<file path="src/rtl/debounce_pkg.sv">
// Shared types and constants for the input debouncer and its synchroniser.
package debounce_pkg;

    // Number of flops in the metastability synchroniser chain.
    localparam int unsigned SYNC_STAGES = 2;

    // Debouncer FSM states: two stable levels and two qualification windows.
    typedef enum logic [1:0] {
        S_LOW       = 2'd0,
        S_RISE_WAIT = 2'd1,
        S_HIGH      = 2'd2,
        S_FALL_WAIT = 2'd3
    } state_t;

endpackage : debounce_pkg

</file>
<file path="src/rtl/sync_2ff.sv">
// Plain flop-chain synchroniser for a single asynchronous bit.
module sync_2ff
    import debounce_pkg::*;
(
    input  logic CLK,
    input  logic n_res,
    input  logic d,
    output logic q
);

    logic [SYNC_STAGES-1:0] chain;

    // Shift the raw input through the chain; only the last stage is consumed.
    always_ff @(posedge CLK or negedge n_res) begin
        if (!n_res) begin
            chain <= '0;
        end else begin
            chain <= {chain[SYNC_STAGES-2:0], d};
        end
    end

    assign q = chain[SYNC_STAGES-1];

endmodule : sync_2ff

</file>
<file path="src/rtl/debounce_sync.sv">
// Synchronises and debounces a raw input; a new level is accepted only after
// STABLE_CYCLES consecutive agreeing samples, with one-cycle rise/fall pulses.
module debounce_sync
    import debounce_pkg::*;
#(
    parameter int unsigned STABLE_CYCLES = 4
)
(
    input  logic CLK,
    input  logic n_res,
    input  logic din,
    output logic Q,
    output logic rise,
    output logic fall,
    output logic busy
);

    localparam int unsigned CNT_W = $clog2(STABLE_CYCLES + 1);
    localparam logic [CNT_W-1:0] CNT_LAST = CNT_W'(STABLE_CYCLES - 1);
    localparam logic [CNT_W-1:0] CNT_ONE  = CNT_W'(1);

    logic             sync2;
    state_t           state;
    logic [CNT_W-1:0] cnt;

    // din only enters the FSM through the synchroniser.
    sync_2ff u_sync (
        .CLK   (CLK),
        .n_res (n_res),
        .d     (din),
        .q     (sync2)
    );

    // Qualification FSM; busy is registered alongside state so it always
    // equals "state is a WAIT state".
    always_ff @(posedge CLK or negedge n_res) begin
        if (!n_res) begin
            state <= S_LOW;
            cnt   <= '0;
            Q     <= 1'b0;
            rise  <= 1'b0;
            fall  <= 1'b0;
            busy  <= 1'b0;
        end else begin
            rise <= 1'b0;
            fall <= 1'b0;
            unique case (state)
                S_LOW: begin
                    if (sync2) begin
                        state <= S_RISE_WAIT;
                        cnt   <= CNT_ONE;
                        busy  <= 1'b1;
                    end else begin
                        cnt   <= '0;
                    end
                end
                S_RISE_WAIT: begin
                    if (!sync2) begin
                        state <= S_LOW;
                        cnt   <= '0;
                        busy  <= 1'b0;
                    end else if (cnt == CNT_LAST) begin
                        state <= S_HIGH;
                        cnt   <= '0;
                        Q     <= 1'b1;
                        rise  <= 1'b1;
                        busy  <= 1'b0;
                    end else begin
                        cnt   <= cnt + CNT_ONE;
                    end
                end
                S_HIGH: begin
                    if (!sync2) begin
                        state <= S_FALL_WAIT;
                        cnt   <= CNT_ONE;
                        busy  <= 1'b1;
                    end else begin
                        cnt   <= '0;
                    end
                end
                S_FALL_WAIT: begin
                    if (sync2) begin
                        state <= S_HIGH;
                        cnt   <= '0;
                        busy  <= 1'b0;
                    end else if (cnt == CNT_LAST) begin
                        state <= S_LOW;
                        cnt   <= '0;
                        Q     <= 1'b0;
                        fall  <= 1'b1;
                        busy  <= 1'b0;
                    end else begin
                        cnt   <= cnt + CNT_ONE;
                    end
                end
            endcase
        end
    end

endmodule : debounce_sync
</file>
<file path="config.mk">
export PLATFORM = sky130hd
export DESIGN_NAME = debounce_sync
export DESIGN_NICKNAME = d
export VERILOG_FILES = /design/src/rtl/debounce_pkg.sv /design/src/rtl/sync_2ff.sv /design/src/rtl/debounce_sync.sv
export SDC_FILE = /design/constraint.sdc
export NUM_CORES = 1
export LEC_CHECK = 0
export BUFFER_PORTS_ARGS = -buffer_cell sky130_fd_sc_hd__buf_2
export CAP_MARGIN = 25
export CORE_AREA = 2 2 39 41
export CTS_BUF_LIST = sky130_fd_sc_hd__clkbuf_4 sky130_fd_sc_hd__clkbuf_8 sky130_fd_sc_hd__clkbuf_16
export CTS_CLUSTER_DIAMETER = 120
export DETAILED_ROUTE_END_ITERATION = 10
export DIE_AREA = 0 0 41 43
export GPL_ROUTABILITY_DRIVEN = 0
export PLACE_DENSITY = 0.56
export SLEW_MARGIN = 40
export SYNTH_ARGS = -nofsm -noshare
export SYNTH_HDL_FRONTEND = slang
export SYNTH_SLANG_ARGS = --single-unit
</file>
<file path="constraint.sdc">
create_clock -name CLK -period 3.3 [get_ports CLK]
set_input_delay 0.33 -clock CLK [delete_from_list [all_inputs] [get_ports CLK]]
set_output_delay 0.33 -clock CLK [all_outputs]
set_load 0.05 [all_outputs]
</file>
; Word level (Yosys, flattened, before mapping)
; Cells that the tools add are included.
[op_classes]
n_eq_ne = 12
n_addsub = 1
n_mux = 29
n_reduce_logical = 5
[ops]
columns = cell, count
row1 = 1-bit 2-to-1 mux, 16
row2 = 2-bit 2-to-1 mux, 6
row3 = 3-bit one-hot mux with 4 select lines, 1
row4 = 3-bit 2-to-1 mux, 3
row5 = 2-bit inequality test (second input constant), 4
row6 = 2-bit one-hot mux with 4 select lines, 1
row7 = 5-bit AND reduction, 1
row8 = 2-bit == test (second input constant), 2
row9 = 2-bit by 1-bit inequality test with 1-bit output (second input constant), 2
row10 = 1-bit one-hot mux with 4 select lines, 1
row11 = 4-bit AND reduction, 1
row12 = 3-bit by 1-bit adder with 3-bit output (second input constant), 1
row13 = 3-bit by 2-bit == test with 1-bit output (second input constant), 1
row14 = 3-bit by 2-bit inequality test with 1-bit output (second input constant), 1
row15 = 3-bit inequality test (second input constant), 1
row16 = 2-bit by 1-bit == test with 1-bit output (second input constant), 1
row17 = 2-bit zero test, 1
row18 = 1-bit one-hot mux with 2 select lines, 1
row19 = 2-bit AND reduction, 1
row20 = 2-bit nonzero test, 1
[word_totals]
out_inout_bits = 4
wordCells = 54
in_bits = 3
regBits = 11

; Depth between registers and ports, before layout
; Gate-level depths: netlist of the first run.
[depth]
ltp_word = 4
ltp_mapped = 4
depth_no_buf = 4

; Hierarchy
; Synthesis of the first run repeated with hierarchy kept, for this count alone.
[unflattened]
cells_unflattened = 32
hier_area_um2 = 425.4
[modules_own_cells]
columns = mod, n_inst, seq_area_each_um2, area_per_inst_um2, cells_per_inst
row1 = debounce_sync, 1, 225.2, 375.4, 30
row2 = sync_2ff, 1, 50.0, 50.0, 2

; Worst setup path before layout of the first run
; Ideal clock, no wire load.
[synth_timing]
path_kind = reg2reg
start = register cnt[0]
end = register with a tool-made name
period_less_slack_ns = 1.186
required_ns = 3.172
path_buffers = 0
stages_incl_launch_ff = 4
setup_slack_ns = 2.114
setup_ns = 0.128
arrival_ns = 1.059
cell_sequence = dfrtp_1 ha_1 nand3b_1 mux2_1
[synth_rtl]
columns = item, line_no
row1 = "start, declared", debounce_sync.sv:24  ; logic [CNT_W-1:0] cnt;
row2 = "start signal, assigned", debounce_sync.sv:69  ; cnt <= cnt + CNT_ONE;
row3 = "start signal, assigned", debounce_sync.sv:93  ; cnt <= cnt + CNT_ONE;

==> results.json, run 1 <==
{
  "crit_path_max_incr_delay_ps": 390,
  "slew_violations": 0,
  "grt_pass1_vias": 275,
  "synth.ff_latch_count": 11,
  "cts_buffers": 3,
  "wl_um": 683,
  "hold_end": "u_sync.chain[0]",
  "final_area_um2": 514.2,
  "syn-cell-area_um2": 424.2,
  "fp-row-count": 14,
  "antenna_found_initial": 0,
  "max-vdd-ir-drop_uv": 274.7,
  "max_cap_violations": 0,
  "timing.hold.ws_ps": 173.6,
  "grt_first_pass_wirelength_um": 1179,
  "holdPathStages": 1,
  "p_switching_uw": 151.6,
  "hpwl_um": 512.5,
  "start_util_pct": 30.65,
  "wl_per_cell_um": 11.58,
  "syn_inst": 32,
  "cts_buffer_depth": 2,
  "synth_area_per_cell_um2": 13.25,
  "hp-start": "din",
  "r2r_start": "cnt[0]",
  "period_needed_ps": 1293,
  "setup_viol": 0,
  "grtUsageTotal_pct": 10.59,
  "overflow": 0,
  "rsz0062_at_grt": "no",
  "synthDistinctLibCells": 18,
  "power_frac_clock_pct": 23.6,
  "skew_ps": 4.972,
  "die_area_um2": 1763,
  "max_freq_mhz": 773.4,
  "swShare_pct": 36.01,
  "worst_setup_path_end_kind": "flop",
  "hp-class": "in -> reg",
  "required_ps": 3450,
  "place_area_um2": 474.2,
  "die_h_um": 43,
  "synth_nets": 36,
  "cp_slowest_cell": "dfrtp_1",
  "worstMarginPinSlew_ps": 250.7,
  "p_int_uw": 269.4,
  "ys_seq_area_share_pct": 64.90,
  "layout.nets": 48,
  "reg2reg_slack_ps": 2010,
  "diodes": 0,
  "combinationalPowerShare_pct": 29.0,
  "cts.clk_slew.worst_paths_ps": 70,
  "crit_path_start_kind": "flop",
  "io_pins": 7,
  "crit_chain": "ha_1 -> nand3b_1 -> mux2_1",
  "dieWidth_um": 41,
  "hold_viol": 0,
  "firstDrtPassIters": 4,
  "power.density_nw_per_um2": 818.7,
  "area_growth_pct": 21.24,
  "grt_max_degree": 12,
  "htreeDepth": 1,
  "fin_setup_tns_ps": 0,
  "p_leak_nw": 0.2343,
  "power_frac_seq_pct": 47.4,
  "portBuffers": 6,
  "clkLatencyLatePin_ps": 260,
  "min_period_over_period_pct": 39.18,
  "coreArea_um2": 1384,
  "drc": 0,
  "num_vias": 264,
  "tritoncts": "built",
  "status": "finished, final reports clean",
  "drive_above_1_share_pct": 30.23,
  "cts_root_buffer": "clkbuf_4",
  "first_iter_violations": 4,
  "clock-sinks": 11,
  "antenna_left": 0,
  "rr_worst_depth": 3,
  "slew_headroom_pct": 83.29,
  "cp_max_fo": 5,
  "arrival_ps": 1440,
  "synth_warnings": 0,
  "power_uw": 421.0,
  "viasPerCell": 4.475,
  "crit_type": "reg -> reg"
}
-- power by group through the flow --
| stage | Combinational, mW | Clock (mW) | Sequential (mW) |
|---|---|---|---|
| 2_1_floorplan | 0.0681 | 0 | 0.221 |
| 3_3_place_gp | 0.116 | 0 | 0.198 |
| 6_report | 0.122 | 0.0992 | 0.200 |
| 3_5_place_dp | 0.123 | 0 | 0.204 |
| 5_1_grt | 0.134 | 0.108 | 0.205 |
| 4_1_cts | 0.125 | 0.102 | 0.201 |
-- final cells by class --
class	count	area [µm²]
clock buffer	4	30.03
fill	142	869.6
inverter	1	3.754
multi-input combinational	20	145.1
sequential	11	275.3
tap	16	20.02
timing repair buffer	7	40.04
-- cells by family (layout without fill, tap and decap cells) --
group                      after synthesis  in the layout  synth area share, %
adders and majority gates                1              1                2.949
buffers and inverters                    1             12               0.8841
AOI/OAI and AO/OA                        5              5                7.375
DFF                                     11             11                64.90
and+or+nand+nor                         12             12                17.40
xor gates and xnor gates                 1              1                3.836
muxes                                    1              1                2.655
-- how the worst max path moves through the flow --
| stage | startpoint | cells past startpoint | slack (ps) | end |
|---|---|---|---|---|
| floorplan | cnt[0] | 3 | 2110 | flop |
| global placement | cnt[0] | 3 | 2080 | flop |
| detailed placement | cnt[0] | 3 | 2020 | flop |
| CTS | cnt[0] | 3 | 2000 | flop |
| global route | cnt[0] | 3 | 1950 | flop |
| finish | cnt[0] | 3 | 2010 | flop |
-- layout by cell type, fill, tap and decap left out --
cell type and n:
clkbuf_4 4, xor2_2 1, o21ai_1 1, nand3_1 1, ha_1 1, nor3_2 1
nor2_1 2, dlygate4sd3_1 1, and2_1 1, nand2_2 1, nand2b_1 2, inv_1 1
mux2_1 1, a41oi_1 1, buf_2 6, nor3b_1 2, o21ai_0 2, a21boi_1 1
nand3b_1 1, nand2_1 1, dfrtp_1 11
-- worst max-delay path: cells and delay by family (launching register included) --
family,cells,cell delay (ps)
DFF,1,390
muxes,1,340
adders and majority gates,1,250
and+or+nand+nor,1,190
-- layer usage --
metal / vias to the layer above / track usage, % / wire [µm]
li1: 129 / - / -
met4: 0 / 8.000 / 0
met2: 5 / 14.37 / 330
met5: - / 0 / 0
met3: 0 / 3.141 / 35
met1: 130 / 13.47 / 317
-- sequential cells by signal (all words and copies together), names as in the netlist, named ones only --
name and count:
fall 1, state 1, rise 1, Q 1
cnt 3, u_sync.chain 2, busy 1
-- synthesized netlist by cell type, drive strengths merged --
| cell type | instances | area [µm²] |
|---|---|---|
| nand3b | 1 | 7.510 |
| nand3 | 1 | 5.000 |
| nor3 | 1 | 10.01 |
| nand2 | 2 | 10.01 |
| nand2b | 2 | 12.51 |
| dfrtp | 11 | 275.3 |
| mux2 | 1 | 11.26 |
| o21ai | 3 | 15.01 |
| ha | 1 | 12.51 |
| nor3b | 2 | 15.01 |
| a41oi | 1 | 8.760 |
| a21boi | 1 | 7.510 |
| nor2 | 2 | 7.510 |
| xor2 | 1 | 16.27 |
| inv | 1 | 3.750 |
| and2 | 1 | 6.260 |
-- what timing repair did --
| item | in CTS | in global routing |
|---|---|---|
| hold buffers | 1 | 0 |
| buffers inserted | 0 | 0 |
| resized for setup | 0 | 0 |
| endpoints found under the hold margin | 11 | 0 |
-- stage by stage --
| step | std cells | util [%] | setup slack (ps) |
|---|---|---|---|
| finish | 59 | 37.16 | 2007 |
| detailed placement | 54 | 34.27 | 2018 |
| CTS | 59 | 37.16 | 2004 |
| global placement | 54 | 34.27 | 2079 |
| floorplan | 32 | - | 2114 |
| global route | 59 | 37.16 | 1953 |
No activity file was read; power rests on OpenSTA's default activity.
==> run 2: changes to the inputs <==
--- a/config.mk
+++ b/config.mk
@@ -5,6 +5,7 @@
 export SDC_FILE = /design/constraint.sdc
 export NUM_CORES = 1
 export LEC_CHECK = 0
+export ABC_AREA = 1
 export BUFFER_PORTS_ARGS = -buffer_cell sky130_fd_sc_hd__buf_2
 export CAP_MARGIN = 25
 export CORE_AREA = 2 2 39 41
@@ -13,7 +14,7 @@
 export DETAILED_ROUTE_END_ITERATION = 10
 export DIE_AREA = 0 0 41 43
 export GPL_ROUTABILITY_DRIVEN = 0
-export PLACE_DENSITY = 0.56
+export PLACE_DENSITY = 0.58
 export SLEW_MARGIN = 40
 export SYNTH_ARGS = -nofsm -noshare
 export SYNTH_HDL_FRONTEND = slang
==> constraint.sdc (replaced) <==
create_clock -name CLK -period 1.2 [get_ports CLK]
set_input_delay 0.12 -clock CLK [delete_from_list [all_inputs] [get_ports CLK]]
set_output_delay 0.12 -clock CLK [all_outputs]
set_load 0.05 [all_outputs]
==> run 2 against run 1 <==
  * Critical path depth grew 4
  * Non-clock buffer count up 1
  * Flip-flop and latch count unchanged
  * Critical path type unchanged
==> results.json, run 2 <==
{
  "rr_endpoint": "Q",
  "reg2reg_slack_ps": 110,
  "clock-sinks": 11,
  "grt_pass1_vias": 253,
  "rsz0062_at_grt": "no",
  "worst_setup_path_end_kind": "flop",
  "wl_met2_um": 219,
  "grt_max_degree": 12,
  "area_growth_pct": 22.22,
  "synth_area_leaders": "dfrtp_1 61%, nand2_1 5.0%, nand2_4 5.0%",
  "post-cts-setup-buffer-count": 0,
  "p_leak_nw": 0.2963,
  "final_common_cell": "dfrtp_1",
  "synthDistinctLibCells": 13,
  "hpwl_um": 433.5,
  "coreArea_um2": 1384,
  "status": "finished, final reports clean",
  "crit_chain": "ha_1 -> nand2_2 -> inv_2 -> nand2_4 -> nor2_4 -> inv_2 -> nand2_1",
  "tritoncts": "built",
  "num_vias": 290,
  "crit_type": "reg -> reg",
  "max-vdd-ir-drop_uv": 974.1,
  "synth_edf_count": 0,
  "synth.ff_latch_count": 11,
  "worstMarginPinSlew_ps": 244.6,
  "setup_viol": 0,
  "post-route-util_pct": 39.78,
  "grt_first_pass_wirelength_um": 1083,
  "netlist_top_cells_count": "11 x dfrtp_1, 6 x nand2_1, 5 x inv_1, 4 x inv_2, 3 x nand2_2",
  "cts_root_buffer": "clkbuf_4",
  "crit_top_cell": "inv_2",
  "synth_nets": 46,
  "power.density_nw_per_um2": 2131,
  "required_ps": 1360,
  "fp-row-count": 14,
  "drive_above_1_share_pct": 40.74,
  "first_iter_violations": 3,
  "synth_warnings": 0,
  "wl_per_cell_um": 8.743,
  "viasPerCell": 4.143,
  "clkLatencyLatePin_ps": 270,
  "drc": 0,
  "crit_path_max_incr_delay_ps": 390,
  "period_needed_ps": 1086,
  "hold_viol": 0,
  "cts_buffers": 3,
  "wl_met3_um": 41,
  "cp_slowest_cell": "dfrtp_1",
  "largest_reg_flops": 3,
  "yosysMostFrequentCell": "dfrtp_1",
  "r2r_start": "cnt[0]",
  "synth_area_per_cell_um2": 10.72,
  "start_util_pct": 32.55,
  "max_freq_mhz": 920.9,
  "syn-cell-area_um2": 450.4,
  "max_cap_violations": 0,
  "ys_seq_area_share_pct": 61.11,
  "htreeDepth": 1,
  "antenna_left": 0,
  "layout.nets": 59,
  "antenna_found_initial": 0,
  "met1_length_um": 318,
  "firstDrtPassIters": 3,
  "reg.largest.list": "cnt x3, u_sync.chain x2",
  "cts_buffer_depth": 2,
  "portBuffers": 6,
  "routed.top_layer": "met4",
  "mostFrequentLayoutCells": "11 x dfrtp_1, 6 x nand2_1, 6 x buf_2, 5 x inv_1",
  "cp.buffers_inverters": 2,
  "cts.clk_slew.worst_paths_ps": 70,
  "skew_ps": 2.245,
  "grtUsageTotal_pct": 10.16,
  "arrival_ps": 1250,
  "die_h_um": 43,
  "largest-register": "cnt",
  "diodes": 0,
  "slew_headroom_pct": 83.69,
  "fill_cells": 139,
  "crit_path_start_kind": "flop",
  "io_pins": 7,
  "synth_top_cell_by_area": "dfrtp_1",
  "critPathTopFamily": "flip-flops",
  "netlist.area_leader.share_pct": 61.11,
  "min_period_over_period_pct": 90.50,
  "synth_flop_cell": "dfrtp_1",
  "dieWidth_um": 41,
  "syn_inst": 42,
  "hp-class": "in -> async",
  "cp_max_fo": 6,
  "die_area_um2": 1763,
  "fin_setup_tns_ps": 0,
  "ys_async_sr_fraction_pct": 100.0,
  "slew_violations": 0,
  "wl_um": 612,
  "overflow": 0,
  "rr_worst_depth": 7
}
run 2: power by group:
part           total, mW  leakage (nW)  switching (mW)  internal [mW]
Clock              0.278        0.0184           0.127          0.152
Combinational      0.377         0.137           0.266          0.110
Sequential         0.518         0.141          0.0607          0.458
Total               1.17         0.296           0.454          0.719
run 2: how the worst max path moves through the flow:
| stage | start | endpoint | slack (ps) | depth (start not counted) |
|---|---|---|---|---|
| 2_1_floorplan | cnt[0] | Q | 170 | 7 |
| 4_1_cts | cnt[0] | Q | 100 | 7 |
| 3_3_place_gp | cnt[0] | Q | 130 | 7 |
| 6_report | cnt[0] | Q | 110 | 7 |
| 3_5_place_dp | cnt[0] | Q | 120 | 7 |
| 5_1_grt | cnt[0] | Q | 40 | 6 |
run 2: per-stage QoR:
stage,power [mW],instance area (µm²),hold slack [ps],std cells,setup slack (ps)
after floorplan,0.8251,450.4,-175.6,42,174.7
after global placement,0.8998,500.5,-0.7140,64,128.5
after detailed placement,0.9013,500.5,1.771,64,117.5
after CTS,1.194,550.5,241.7,70,100.1
after global routing,1.263,550.5,269.1,70,36.55
final,1.173,550.5,238.2,70,114.1
run 2: cell families (layout without fill, tap and decap cells):
group,count (synthesis),after routing,synth area share [%]
and+or+nand+nor,17,17,24.17
DFF,11,11,61.11
buffers and inverters,9,21,7.499
AOI/OAI and AO/OA,4,4,4.445
adders and majority gates,1,1,2.777
run 2: timing repair:
item / in CTS / in global routing
endpoints found under the hold margin: 12 / 0
hold buffers: 2 / 0
gates resized for setup: 0 / 0
run 2: area by class of cell:
cell class | instances | area, µm² | share of cell area [%]
flip-flops and latches | 11 | 275.3 | 50.00
multi-input cells | 22 | 141.4 | 25.68
repair buffers | 8 | 50.05 | 9.091
inverters | 9 | 33.78 | 6.136
clock buffers | 4 | 30.03 | 5.455
well taps | 16 | 20.02 | 3.636
run 2: routing by layer:
metal	track usage, %	vias to the layer above
met3	4.712	5
li1	-	151
met2	10.63	9
met1	13.04	125
met5	0	-
met4	12.00	0
==> run 3: changes to the inputs <==
--- a/config.mk
+++ b/config.mk
@@ -8,13 +8,14 @@
 export ABC_AREA = 1
 export BUFFER_PORTS_ARGS = -buffer_cell sky130_fd_sc_hd__buf_2
 export CAP_MARGIN = 25
-export CORE_AREA = 2 2 39 41
+export CELL_PAD_IN_SITES_DETAIL_PLACEMENT = 1
+export CELL_PAD_IN_SITES_GLOBAL_PLACEMENT = 2
+export CORE_UTILIZATION = 32
 export CTS_BUF_LIST = sky130_fd_sc_hd__clkbuf_4 sky130_fd_sc_hd__clkbuf_8 sky130_fd_sc_hd__clkbuf_16
 export CTS_CLUSTER_DIAMETER = 120
 export DETAILED_ROUTE_END_ITERATION = 10
-export DIE_AREA = 0 0 41 43
 export GPL_ROUTABILITY_DRIVEN = 0
-export PLACE_DENSITY = 0.58
+export PLACE_DENSITY = 0.77
 export SLEW_MARGIN = 40
 export SYNTH_ARGS = -nofsm -noshare
 export SYNTH_HDL_FRONTEND = slang
==> run 3 against run 2 <==
  * Clock power down 4%
  * Critical path depth is 1 lower
  * Critical path type unchanged
  * Final cell count decreased by 1.4%
  * Critical endpoint unchanged
  * Power up 0.51%
==> results.json, run 3 (synthesized netlist as in run 2, its figures left out) <==
{
  "status": "finished, final reports clean",
  "firstDrtPassIters": 1,
  "largest-register": "cnt",
  "crit_cells": 6,
  "tritoncts": "built",
  "largest_reg_flops": 3,
  "reg2reg_slack_ps": 100,
  "clkLatencyLatePin_ps": 260,
  "required_ps": 1360,
  "die_area_um2": 1561,
  "overflow": 0,
  "critPathTopFamily": "flip-flops",
  "cp_slowest_cell": "dfrtp_1",
  "cts_resized": 0,
  "drc": 0,
  "startpoint": "cnt[0]",
  "final_common_cell": "dfrtp_1",
  "io_pins": 7,
  "fill_cells": 154,
  "finalNonFillerCells": 69,
  "start_util_pct": 34.62,
  "wl_per_cell_um": 10.91,
  "grt_first_pass_wirelength_um": 1145,
  "fin_setup_tns_ps": 0,
  "layout_setup_ws_ps": 96.15,
  "final_area_um2": 549.3,
  "mostFrequentLayoutCells": "11 x dfrtp_1, 6 x nand2_1, 6 x buf_2, 5 x inv_1",
  "grt_pass1_vias": 290,
  "rr_endpoint": "Q",
  "power_mw": 1.179,
  "crit_chain": "ha_1 -> nand2_2 -> inv_2 -> nand2_4 -> o21ai_1 -> nand2_1",
  "worst_setup_path_end_kind": "flop",
  "setup_viol": 0,
  "crit_path_start_kind": "flop",
  "crit_type": "reg -> reg",
  "cp_max_fo": 6,
  "wl_um": 753,
  "max-vdd-ir-drop_uv": 892.4,
  "timing.hold.ws_ps": 244.6,
  "hold_viol": 0,
  "place_area_um2": 499.2,
  "diodes": 0,
  "grt_max_degree": 12,
  "post-route-util_pct": 42.21,
  "rsz0062_at_grt": "no",
  "crit_path_max_incr_delay_ps": 350,
  "arrival_ps": 1260,
  "power.density_nw_per_um2": 2147,
  "endpoint": "Q",
  "p_leak_nw": 0.2963,
  "antenna_found_initial": 0,
  "max_freq_mhz": 905.9,
  "first_iter_violations": 0,
  "cts_buffers": 3,
  "cts.clk_slew.worst_paths_ps": 70,
  "place_ws_ps": 76.44,
  "slew_violations": 0,
  "hp-class": "in -> async",
  "clock-sinks": 11,
  "cts_buffer_depth": 2,
  "worstMarginPinSlew_ps": 254.5,
  "htreeDepth": 1,
  "min_period_over_period_pct": 91.99,
  "rr_worst_depth": 6,
  "slew_headroom_pct": 83.04,
  "reg.largest.list": "cnt x3, u_sync.chain x2",
  "skew_ps": 8.835,
  "fp-row-count": 13,
  "cp.buffers_inverters": 1,
  "max_cap_violations": 0,
  "antenna_left": 0,
  "post-cts-setup-buffer-count": 0,
  "cts_root_buffer": "clkbuf_4",
  "period_needed_ps": 1104,
  "num_vias": 296,
  "viasPerCell": 4.290,
  "portBuffers": 6,
  "layout.nets": 59,
  "dieWidth_um": 39.52,
  "hpwl_um": 594.5,
  "coreArea_um2": 1301,
  "placedCellCount": 63,
  "grtUsageTotal_pct": 11.80,
  "die_h_um": 39.52,
  "drive_above_1_share_pct": 40.74,
  "r2r_start": "cnt[0]",
  "area_growth_pct": 21.94
}
==> run 3: area by class of cell <==
type | count | area, µm² | area share (%)
repair buffers | 8 | 50.05 | 9.112
inverters | 9 | 33.78 | 6.150
well taps | 15 | 18.77 | 3.417
flip-flops and latches | 11 | 275.3 | 50.11
clock buffers | 4 | 30.03 | 5.467
multi-input cells | 22 | 141.4 | 25.74
==> run 3: worst reg2reg max path: stages (launching register included) <==
cell and delay [ps]:
dfrtp_1 350, ha_1 210, nand2_2 90, inv_2 90, nand2_4 80, o21ai_1 120, nand2_1 60
==> run 3: what timing repair did <==
item                                   4_1_cts  5_1_grt
endpoints found under the hold margin       12        0
hold buffers                                 2        0
setup endpoints to repair                    0        0
==> run 3: worst min-delay path by stage <==
stage | startpoint | endpoint | slack [ps] | cells after the start
floorplan | n_res | Q | -180 | 0
global placement | n_res | Q | -10 | 1
detailed placement | n_res | rise | -0.7 | 1
CTS | n_res | rise | 250 | 2
global route | n_res | rise | 270 | 2
finish | n_res | busy | 240 | 2
==> run 3: per-layer routing <==
metal	GRT usage [%]	vias up	wire length [µm]
met5	0	-	0
met4	7.759	0	0
met3	5.114	0	26
met2	18.03	6	399
met1	13.07	139	328
li1	-	151	-
==> run 3: report_power, final <==
part	internal (mW)	total [mW]	switching, mW	leakage [nW]
Sequential	0.458	0.517	0.0598	0.141
Combinational	0.110	0.394	0.284	0.137
Clock	0.151	0.268	0.117	0.0184
Total	0.719	1.18	0.460	0.296
